**src/rtl/fsm_channel_scheduler_pkg.sv**
```systemverilog
// fsm_sched_pkg: state encoding and next-state function of the "101" detector,
// shared by the channel scheduler and the standalone detector.
package fsm_sched_pkg;

    typedef logic [1:0] state_t;

    localparam state_t ST_A = 2'd0;
    localparam state_t ST_B = 2'd1;
    localparam state_t ST_C = 2'd2;
    localparam state_t ST_D = 2'd3;

    // B and D share successors: a 1 restarts the match at B, a 0 advances to C
    function automatic state_t fsm_next(input state_t s, input logic b);
        return (s == ST_A) ? (b ? ST_B : ST_A) :
               (s == ST_C) ? (b ? ST_D : ST_A) :
                             (b ? ST_B : ST_C);
    endfunction

endpackage

```
**src/rtl/fsm_channel_scheduler_if.sv**
```systemverilog
// fsm_channel_scheduler_if: per-channel bit handshake and the shared result record.
interface fsm_channel_scheduler_if #(
    parameter int NUM_CH = 4,
    localparam int CH_W = $clog2(NUM_CH)
);

    logic [NUM_CH-1:0] in_valid;
    logic [NUM_CH-1:0] in_bit;
    logic [NUM_CH-1:0] in_ready;
    logic [NUM_CH-1:0] clr;
    logic              out_valid;
    logic [CH_W-1:0]   out_ch;
    logic [1:0]        out_state;
    logic              out_detect;

    modport master (
        output in_valid, in_bit, clr,
        input  in_ready, out_valid, out_ch, out_state, out_detect
    );

    modport slave (
        input  in_valid, in_bit, clr,
        output in_ready, out_valid, out_ch, out_state, out_detect
    );

endinterface

```
**src/rtl/fsm_channel_scheduler_rr_arbiter.sv**
```systemverilog
// rr_arbiter: combinational round-robin pick, scanning req upward from ptr with wrap.
module rr_arbiter #(
    parameter int N = 4,
    localparam int W = $clog2(N)
) (
    input  logic [N-1:0] req,
    input  logic [W-1:0] ptr,
    output logic [N-1:0] gnt,
    output logic [W-1:0] gnt_idx
);

    logic [W-1:0] idx;
    logic         found;

    always_comb begin
        gnt = '0;
        gnt_idx = '0;
        idx = '0;
        found = 1'b0;
        for (int o = 0; o < N; o++) begin
            idx = W'((int'(ptr) + o) % N);
            if (!found && req[idx]) begin
                found = 1'b1;
                gnt_idx = idx;
            end
        end
        gnt[gnt_idx] = found;
    end

endmodule

```
**src/rtl/fsm_channel_scheduler.sv**
```systemverilog
// fsm_channel_scheduler: time-shares one "101" detector next-state datapath across
// NUM_CH bit streams, one round-robin grant per cycle, one result record per step.
module fsm_channel_scheduler
    import fsm_sched_pkg::*;
#(
    parameter int NUM_CH = 4,
    localparam int CH_W = $clog2(NUM_CH)
) (
    input logic clk,
    input logic areset,
    fsm_channel_scheduler_if.slave bus
);

    state_t [NUM_CH-1:0] st_q, st_d;
    logic   [NUM_CH-1:0] pend_q, pend_d;
    logic   [NUM_CH-1:0] buf_q, buf_d;
    logic   [NUM_CH-1:0] req, gnt, ready, acc;
    logic   [CH_W-1:0]   rr_ptr_q, rr_ptr_d, gnt_idx;
    logic   [CH_W-1:0]   out_ch_q, out_ch_d;
    state_t              out_state_q, out_state_d, nxt;
    logic                out_valid_q, out_valid_d;
    logic                out_detect_q, out_detect_d;
    logic                any_gnt;

    // a channel being cleared this cycle must not consume the shared step
    assign req     = pend_q & ~bus.clr;
    assign ready   = ~pend_q | gnt;
    assign acc     = bus.in_valid & ready;
    assign any_gnt = |gnt;
    assign nxt     = fsm_next(st_q[gnt_idx], buf_q[gnt_idx]);

    rr_arbiter #(.N(NUM_CH)) u_arb (
        .req     (req),
        .ptr     (rr_ptr_q),
        .gnt     (gnt),
        .gnt_idx (gnt_idx)
    );

    always_comb begin
        st_d = st_q;
        pend_d = pend_q;
        buf_d = buf_q;
        for (int i = 0; i < NUM_CH; i++) begin
            pend_d[i] = bus.clr[i] ? 1'b0 : (acc[i] | (pend_q[i] & ~gnt[i]));
            buf_d[i] = acc[i] ? bus.in_bit[i] : buf_q[i];
            st_d[i] = bus.clr[i] ? ST_A : (gnt[i] ? nxt : st_q[i]);
        end
        rr_ptr_d = any_gnt ? ((gnt_idx == CH_W'(NUM_CH - 1)) ? '0 : gnt_idx + 1'b1) : rr_ptr_q;
        out_valid_d = any_gnt;
        out_ch_d = any_gnt ? gnt_idx : out_ch_q;
        out_state_d = any_gnt ? nxt : out_state_q;
        out_detect_d = any_gnt ? (nxt == ST_D) : out_detect_q;
    end

    always_ff @(posedge clk or posedge areset) begin
        if (areset) begin
            st_q <= {NUM_CH{ST_A}};
            pend_q <= '0;
            buf_q <= '0;
            rr_ptr_q <= '0;
            out_valid_q <= 1'b0;
            out_ch_q <= '0;
            out_state_q <= ST_A;
            out_detect_q <= 1'b0;
        end else begin
            st_q <= st_d;
            pend_q <= pend_d;
            buf_q <= buf_d;
            rr_ptr_q <= rr_ptr_d;
            out_valid_q <= out_valid_d;
            out_ch_q <= out_ch_d;
            out_state_q <= out_state_d;
            out_detect_q <= out_detect_d;
        end
    end

    assign bus.in_ready   = ready;
    assign bus.out_valid  = out_valid_q;
    assign bus.out_ch     = out_ch_q;
    assign bus.out_state  = out_state_q;
    assign bus.out_detect = out_detect_q;

endmodule

```
**src/flat_wrapper.sv**
```systemverilog
// flat-port wrapper written by rule: the top's interface ports become plain ports
module fsm_channel_scheduler_flat import fsm_sched_pkg::*;
#(
    parameter int NUM_CH = 4,
    localparam int CH_W = $clog2(NUM_CH)
)
  (clk, areset, bus_in_valid, bus_in_bit, bus_clr, bus_in_ready, bus_out_valid, bus_out_ch, bus_out_state, bus_out_detect);
  fsm_channel_scheduler_if #(.NUM_CH(NUM_CH)) bus_i ();
  input logic clk;
  input logic areset;
  input wire logic [$bits(bus_i.in_valid)-1:0] bus_in_valid;
  input wire logic [$bits(bus_i.in_bit)-1:0] bus_in_bit;
  input wire logic [$bits(bus_i.clr)-1:0] bus_clr;
  output wire logic [$bits(bus_i.in_ready)-1:0] bus_in_ready;
  output wire logic [$bits(bus_i.out_valid)-1:0] bus_out_valid;
  output wire logic [$bits(bus_i.out_ch)-1:0] bus_out_ch;
  output wire logic [$bits(bus_i.out_state)-1:0] bus_out_state;
  output wire logic [$bits(bus_i.out_detect)-1:0] bus_out_detect;
  assign bus_i.in_valid = bus_in_valid;
  assign bus_i.in_bit = bus_in_bit;
  assign bus_i.clr = bus_clr;
  assign bus_in_ready = bus_i.in_ready;
  assign bus_out_valid = bus_i.out_valid;
  assign bus_out_ch = bus_i.out_ch;
  assign bus_out_state = bus_i.out_state;
  assign bus_out_detect = bus_i.out_detect;
  fsm_channel_scheduler #(.NUM_CH(NUM_CH)) u_core (.clk(clk), .areset(areset), .bus(bus_i));
endmodule
```
**config.mk**
```make
export PLATFORM = sky130hd
export DESIGN_NAME = fsm_channel_scheduler_flat
export DESIGN_NICKNAME = d
export VERILOG_FILES = /design/src/rtl/fsm_channel_scheduler_pkg.sv /design/src/rtl/fsm_channel_scheduler_if.sv /design/src/rtl/fsm_channel_scheduler_rr_arbiter.sv /design/src/rtl/fsm_channel_scheduler.sv /design/src/flat_wrapper.sv
export SDC_FILE = /design/constraint.sdc
export NUM_CORES = 1
export LEC_CHECK = 0
export CAP_MARGIN = 0
export CELL_PAD_IN_SITES_DETAIL_PLACEMENT = 0
export CELL_PAD_IN_SITES_GLOBAL_PLACEMENT = 1
export CORE_MARGIN = 4
export CORE_UTILIZATION = 36
export DETAILED_ROUTE_END_ITERATION = 16
export PLACE_DENSITY_LB_ADDON = 0.1
export SYNTH_ARGS = -nofsm -noshare
export SYNTH_HDL_FRONTEND = slang
export SYNTH_SLANG_ARGS = --single-unit
```
**constraint.sdc**
```tcl
create_clock -name clk -period 2 [get_ports clk]
set_input_delay 0.5 -clock clk [delete_from_list [all_inputs] [get_ports clk]]
set_output_delay 0.5 -clock clk [all_outputs]
set_load 0.02 [all_outputs]
```
**Word level (Yosys, flattened, before mapping)**

Index checks and enable logic that the tools add are counted.

- Flip-flop bits (word level): 24
- Input bits: 14
- Output and inout port bits: 10
- Logic and storage cells: 98

- Add/sub/neg operators: 4
- $lt $le $gt $ge: 6
- Equal/unequal tests: 3
- Muxes and demuxes: 40
- Bitwise gates (word level): 18
- Reductions and logical operators: 13

Operator list:

| cell | number |
|---|---|
| 2-to-1 mux 2 bit | 18 |
| less-than comparator 2 x 3 -> 1 bit (second input constant) | 5 |
| 2-to-1 mux 1 bit | 15 |
| bitwise AND 4 bit | 3 |
| binary-select mux 1 bit (select 2 bit) | 5 |
| inverter 4 bit | 2 |
| nonzero test 2 bit | 4 |
| equality test 2 bit (second input constant) | 3 |
| adder 2 x 1 -> 2 bit (second input constant) | 2 |
| adder 2 bit (second input constant) | 2 |
| bitwise AND 1 bit | 4 |
| binary-select mux 2 bit (select 2 bit) | 1 |
| logical AND 1 bit | 4 |
| inverter 1 bit | 4 |
| OR 1 bit | 4 |
| OR 4 bit | 1 |
| OR reduction 4 bit | 1 |
| zero test 1 bit | 3 |
| demux 1 bit (select 2 bit) | 1 |
| greater-or-equal comparator 2 x 1 -> 1 bit (second input constant) | 1 |
| zero test 2 bit | 1 |

**Depth between registers and ports, before layout**

- Word-level depth: 23
- Depth in mapped cells: 11
- Mapped depth without buffers: 10

**By module**

Synthesis repeated with hierarchy kept, for this count alone.

- Cell total of the unflattened synthesis: 122
- Area total of the unflattened synthesis: 1261.2 µm²

Modules (own cells, without submodules):

| module | times used | cells an instance | area an instance (µm²) | sequential area each (µm²) |
|---|---|---|---|---|
| fsm_channel_scheduler | 1 | 91 | 1063.5 | 600.6 |
| rr_arbiter | 1 | 31 | 197.7 | 0.0 |

**Least setup slack after synthesis**

Ideal clock, no wire load.

- Path kind: input to register
- Start: in bus_clr[0]
- End: reg u_core.buf_q[3]
- Setup time: 127 ps
- Arrival: 2148 ps
- Data required time: 1873 ps
- Setup slack: -276 ps
- Cell stages on the path: 11
- Path buffers: 1
- Cells stage by stage: nor2b_2 -> a21oi_1 -> o21ai_1 -> a2bb2o_2 -> buf_2 -> inv_1 -> ha_1 -> nand2_1 -> nand2_1 -> nand2_1 -> mux2_1

- Word-level cells in the longest chain between the ends: 21
- Elaborated cells between the ends (all ways): 32
- Those cells by class: order compare (2); mux (18); bitwise (5); reduce/logical (7)

RTL lines:

| element | RTL line | text |
|---|---|---|
| from (decl) | flat_wrapper.sv:13 | `input wire logic [$bits(bus_i.clr)-1:0] bus_clr;` |
| inverter 4 bit (*) | fsm_channel_scheduler.sv:26 | `assign req = pend_q & ~bus.clr;` |
| bitwise AND 4 bit (*) | fsm_channel_scheduler.sv:26 |  |
| binary-select mux 1 bit (select 2 bit) | fsm_channel_scheduler_rr_arbiter.sv:22 | `if (!found && req[idx]) begin` |
| 2-to-1 mux 1 bit (implied by the code) | fsm_channel_scheduler_rr_arbiter.sv:22 |  |
| 2-to-1 mux 1 bit | fsm_channel_scheduler_rr_arbiter.sv:22 |  |
| zero test 1 bit | fsm_channel_scheduler_rr_arbiter.sv:22 |  |
| logical AND 1 bit | fsm_channel_scheduler_rr_arbiter.sv:22 |  |
| 2-to-1 mux 1 bit | fsm_channel_scheduler_rr_arbiter.sv:22 |  |
| [6 not listed] | n/a |  |
| net u_core.gnt_idx[1] | fsm_channel_scheduler.sv:18 | `logic [CH_W-1:0] rr_ptr_q, rr_ptr_d, gnt_idx;` |
| less-than comparator 2 x 3 -> 1 bit (implied by the code) / greater-or-equal comparator 2 x 1 -> 1 bit (equally long branches) | fsm_channel_scheduler_rr_arbiter.sv:27 | `gnt[gnt_idx] = found;` |
| logical AND 1 bit (implied by the code) | fsm_channel_scheduler_rr_arbiter.sv:27 |  |
| 2-to-1 mux 1 bit (implied by the code) | fsm_channel_scheduler_rr_arbiter.sv:27 |  |
| demux 1 bit (select 2 bit) (*) | fsm_channel_scheduler_rr_arbiter.sv:27 |  |
| bitwise AND 4 bit (no source line) (*) | n/a |  |
| OR 4 bit (*) | fsm_channel_scheduler.sv:27 | `assign ready = ~pend_q \| gnt;` |
| net bus_in_ready[3] | flat_wrapper.sv:14 | `output wire logic [$bits(bus_i.in_ready)-1:0] bus_in_ready;` |
| bitwise AND 4 bit (*) | fsm_channel_scheduler.sv:28 | `assign acc = bus.in_valid & ready;` |
| to (signal assigned) | fsm_channel_scheduler.sv:68 | `buf_q <= buf_d;` |
| to (decl) | fsm_channel_scheduler.sv:16 | `logic [NUM_CH-1:0] buf_q, buf_d;` |

The timed path passes the listed nets; every way through them passes the cells marked *. The select of a mux whose other input is x is not followed.
A chain may end at the register's enable or synchronous reset.

**Worst setup path in the final report**

- Start: reg u_core.rr_ptr_q[0]
- End: out bus_in_ready[2]

- Word-level cells in the longest chain between the ends: 18
- Elaborated cells between the ends (all ways): 32
- Those cells by class: add/sub (3); order compare (2); mux (18); bitwise (2); reduce/logical (7)

RTL lines:

| element | RTL line | text |
|---|---|---|
| from (decl) | fsm_channel_scheduler.sv:18 |  |
| from (signal assigned) | fsm_channel_scheduler.sv:69 | `rr_ptr_q <= rr_ptr_d;` |
| parallel branches: the longest is 16 deep, another holds less-than comparator 2 x 3 -> 1 bit | n/a |  |
| bitwise AND 4 bit (no source line) (*) | n/a |  |
| OR 4 bit (*) | fsm_channel_scheduler.sv:27 |  |
| to (decl) | flat_wrapper.sv:14 |  |

Every way passes the cells marked *. The select of a mux whose other input is x is not followed.

==> results.txt <==
----------------------------------------------------
[Route]
  Number of vias in the routed layout ... approximately 1200
  Detailed Routing Iterations Pass 1 ... 4
  Drt first-iter violations ... 30
  Residual antenna-violating net count after detailed routing ... 0
  Remaining DRCs ... 0
  Post-detailed-route wirelength per cell ... ~14 um
  Post-DR vias/cell ... 4.776
  Post-Route WL ... approximately 3500 um

[STA]
  Period Utilization, post-route ... 119.3%
  Setup slack of the critical path after layout ... -0.3850 ns
  Relative max-transition margin ... around four fifths
  Tightest Pin Transition ... 0.3085 ns
  Post-layout min period ... between 2 and 2.5 ns
  Clock tree skew after final layout ... about 0.0017 ns
  Number of pins with negative max-slew slack in the final report ... 0
  Number of hold-slack violations in the final timing report ... 0
  Highest clock frequency the design can meet ... around 0.42 GHz
  Setup Viol. Count Final ... 16
  RSZ-0062 raised after global routing ... true
  WHS ... roughly 0.44 ns

[Floorplanning]
  Number of top-level pins ... 24
  Number of rows in the core area ... 21
  Chip Width ... between 60 and 70 um
  Placeable core area ... 0.003416 mm^2
  Total die area ... around 0.0046 mm^2
  Chip height ... roughly 68 um
  Initial standard-cell utilization of the core ... between 30 and 40%

[Status]
  Failing checks ... negative setup slack
  Run status ... complete, but fails checks

[Clocking]
  Clock net sink count ... 24
  Worst skew pair latency ... just over 0.3 ns
  Clock edge transition at the registers on the reported setup and hold paths ... 0.12 ns
  CTS Buf Count ... 3
  Clock tree from TritonCTS ... yes
  Hold buffers post-CTS ... 0
  Number of H-tree levels ... 1
  Buffer cell driving the clock tree root ... sky130_fd_sc_hd__clkbuf_4
  Maximum clock path buffer count ... 2

[Pwr]
  Internal power ... 1.065 mW
  Switching fraction of total power ... between 30% and 40%
  Share of total power in the clock network ... 12.8%
  Combinational power share ... 49.2%
  Share of power burned in registers ... 38.0%
  PwrDens ... ~760 mW/mm^2
  IR Drop Worst-Case VDD ... 0.3569 mV
  Static leakage power ... ~1.1 nW
  Net switching power of the design ... 0.5715 mW

[Critical path]
  Largest incremental delay on the critical path ... around 0.44 ns
  Critical path endpoint category ... output port
  Total buffers and inverters traversed by the critical path ... 2
  Kind of cell with the highest combined delay on the critical path ... flip-flops
  WP data arrival ... about 1.9 ns
  Critical path class ... reg2out
  CP required ... around 1.5 ns
  Max FO, Critical Path ... 5
  Cell-by-cell trace of the critical path ... nor3b_4 > a211oi_4 > o21ai_4 > buf_6 > ha_4 > nand2_4 > nand2_4 > buf_6
  Kind of start point of the critical path ... register
  Max stage delay cell, worst path ... sky130_fd_sc_hd__dfrtp_1

[Flow run]
  Max Cap Viol ... 0

[Synthesis]
  Cell types with the largest area share after synthesis ... sky130_fd_sc_hd__dfrtp_1 46%, sky130_fd_sc_hd__nand2_1 8.7%, sky130_fd_sc_hd__mux2i_1 5.4%, sky130_fd_sc_hd__a311oi_2 4.6%, sky130_fd_sc_hd__a21oi_1 3.9%
  Share of synthesized area occupied by flip-flops and latches ... 46.42%
  Flop and latch count out of synthesis ... 24
  Area of the mapped netlist ... about 0.0013 mm^2
  Post-synth EDFFs ... 0
  Net count after synthesis ... ~140
  Share of async-settable or async-resettable flops after synthesis ... 100.0%
  Area fraction of the dominant cell type after synthesis ... between 40% and 50%
  Total number of yosys warnings ... 0
  Mapped Avg Cell Area ... between 10 and 15 um^2
  Dominant register cell in the synthesized netlist ... sky130_fd_sc_hd__dfrtp_1
  Number of distinct standard cells referenced by the synthesized netlist ... 28
  Cell with the most instances after synthesis ... sky130_fd_sc_hd__nand2_1
  Cells after synthesis ... 125
  Post-synth top area cell ... sky130_fd_sc_hd__dfrtp_1
  Synth top cells by count ... 30 x sky130_fd_sc_hd__nand2_1, 24 x sky130_fd_sc_hd__dfrtp_1, 11 x sky130_fd_sc_hd__inv_1

[Global routing]
  Maximum number of pins on one net before global-route repair ... 25
  GRT Overall Usage ... roughly 17%
  Number of global-route vias before repair ... 1238
  Residual overflow from global routing ... 0
  Initial antenna violation count ... 0
  First-pass GRT wire length ... just under 6000 um

[Placement]
  Detail Placement HPWL ... ~2500 um
  Worst slack at placement ... -1.202 ns
  Final estimated routing congestion in global placement ... just under 0.8
  Number of buffers inserted by port buffering ... 23

[Finish]
  Footprint of the flip-flops and latches ... between 600 and 700 um^2
  Antenna diodes ... 0
  Combined area of the multi-input logic cells ... about 840 um^2
  Nets@finish ... about 220
  Share of post-route cells with drive strength above 1 ... between 40% and 50%
  Synthesis-to-layout area growth ... 67.31%
  Layout filler cell count ... between 200 and 300

[Min path]
  Path class of the lowest-slack min-delay path ... in2reg

----------------------------------------------------
## worst register-to-register path: stages (launching register included)
cell	delay (ns)
sky130_fd_sc_hd__dfrtp_1	0.38
sky130_fd_sc_hd__buf_6	0.13
sky130_fd_sc_hd__nand2b_4	0.07
sky130_fd_sc_hd__a211oi_4	0.31
sky130_fd_sc_hd__o21ai_4	0.15
sky130_fd_sc_hd__buf_4	0.16
sky130_fd_sc_hd__buf_6	0.11
sky130_fd_sc_hd__buf_6	0.11
sky130_fd_sc_hd__mux2i_4	0.18
sky130_fd_sc_hd__mux2i_4	0.18
sky130_fd_sc_hd__buf_6	0.13
sky130_fd_sc_hd__nand3b_4	0.13
sky130_fd_sc_hd__a311oi_2	0.23
## cells in the final DEF, fill, tap and decap left out
cell type	synthesis	routed
sky130_fd_sc_hd__a21oi_1	10	8
sky130_fd_sc_hd__nor3_2	1	1
sky130_fd_sc_hd__a221oi_4	1	1
sky130_fd_sc_hd__nor3b_4	0	1
sky130_fd_sc_hd__mux2i_2	1	1
sky130_fd_sc_hd__a2bb2o_4	0	1
sky130_fd_sc_hd__nand3b_4	1	1
sky130_fd_sc_hd__nand2_4	0	7
sky130_fd_sc_hd__and2b_4	1	1
sky130_fd_sc_hd__buf_4	0	37
sky130_fd_sc_hd__nor2b_4	0	1
sky130_fd_sc_hd__mux2i_4	1	3
sky130_fd_sc_hd__clkbuf_4	0	3
sky130_fd_sc_hd__a21oi_2	0	2
sky130_fd_sc_hd__o21ai_2	0	2
sky130_fd_sc_hd__a311oi_2	4	4
sky130_fd_sc_hd__buf_2	1	1
sky130_fd_sc_hd__mux2_1	4	3
sky130_fd_sc_hd__o21ai_4	1	1
sky130_fd_sc_hd__clkdlybuf4s50_1	0	15
sky130_fd_sc_hd__ha_4	0	4
sky130_fd_sc_hd__nor2b_2	1	1
sky130_fd_sc_hd__nand2_2	0	2
sky130_fd_sc_hd__a211oi_4	0	1
sky130_fd_sc_hd__inv_2	1	1
sky130_fd_sc_hd__clkbuf_2	0	1
sky130_fd_sc_hd__inv_4	0	2
sky130_fd_sc_hd__o21ai_0	1	1
sky130_fd_sc_hd__nand2_1	30	21
sky130_fd_sc_hd__mux2i_1	7	5
sky130_fd_sc_hd__mux2_4	0	1
sky130_fd_sc_hd__clkdlybuf4s15_1	0	1
sky130_fd_sc_hd__a31oi_1	1	1
sky130_fd_sc_hd__nand2b_4	1	3
sky130_fd_sc_hd__buf_6	0	13
sky130_fd_sc_hd__nor2_1	10	10
sky130_fd_sc_hd__dfrtp_1	24	24
sky130_fd_sc_hd__inv_1	11	9
## through the flow
stage	cell area (um^2)	total power [mW]	utilization, %	TNS (ns)	instances
after floorplan	1365	0.9718	-	-1.393	125
after global placement	1859	1.255	54.43	-16.40	222
after detailed placement	1859	1.264	54.43	-18.33	222
after CTS	2091	1.605	61.21	-4.138	236
after global routing	2165	1.726	63.37	-6.212	241
final	2165	1.636	63.37	-4.789	241
## area by class of cell
type | instances | area share (%)
clock buffer | 3 | 1.040
inverter | 12 | 2.312
multi-input combinational | 88 | 38.79
sequential | 24 | 27.75
tap | 46 | 2.659
timing repair buffer | 68 | 27.46
## path summary, 6_finish.rpt
kind / start / endpoint / slack, ns / depth (start not counted)
worst max-delay path: u_core.rr_ptr_q[0] / bus_in_ready[2] / -0.39 / 8
worst min-delay path: bus_clr[2] / u_core.st_q[5] / 0.44 / 3
worst max register to register: u_core.pend_q[1] / u_core.st_q[3] / -0.34 / 12
worst min register to register: u_core.bus.out_ch[0] / u_core.bus.out_ch[0] / 0.50 / 2
max in group asynchronous: areset / u_core.st_q[2] / 1.25 / 3
min in group asynchronous: areset / u_core.buf_q[3] / 0.51 / 3
## logic make-up (layout without fill, tap and decap cells)
family | count (synthesis) | in the layout | synth area share (%)
and+or+nand+nor | 49 | 49 | 18.86
AOI/OAI and AO/OA | 22 | 22 | 15.28
adders and majority gates | 4 | 4 | 3.869
DFF | 24 | 24 | 46.42
muxes | 13 | 13 | 11.70
buffers and inverters | 13 | 83 | 3.868
## state kept, by name (all words and copies together) (netlist names)
register               count
u_core.bus.out_state       2
u_core.bus.out_ch          2
u_core.st_q                8
u_core.pend_q              4
u_core.bus.out_detect      1
u_core.buf_q               4
u_core.bus.out_valid       1
u_core.rr_ptr_q            2
## metal layers
metal | up-vias | GRT usage [%] | wire length (um)
li1 | 562 | - | -
met1 | 565 | 21.17 | 1463
met2 | 19 | 30.20 | 1878
met3 | 5 | 2.299 | 96
met4 | 0 | 5.211 | 48
met5 | - | 0 | 0
## power groups by stage
stage          registers [mW]  logic [mW]  clock network (mW)
2_1_floorplan           0.645       0.327                   0
3_3_place_gp            0.615       0.640                   0
3_5_place_dp            0.619       0.645                   0
4_1_cts                 0.621       0.764               0.221
5_1_grt                 0.632       0.868               0.227
6_report                0.622       0.805               0.210
## what timing repair did
| item | 4_1_cts | 5_1_grt |
|---|---|---|
| setup endpoints to repair | 22 | 16 |
| resized for setup | 58 | 12 |
| pin swaps | 14 | 7 |
| setup buffers | 12 | 6 |
| hold endpoints to repair | 0 | 0 |
Power figures use the tool's default switching activity.
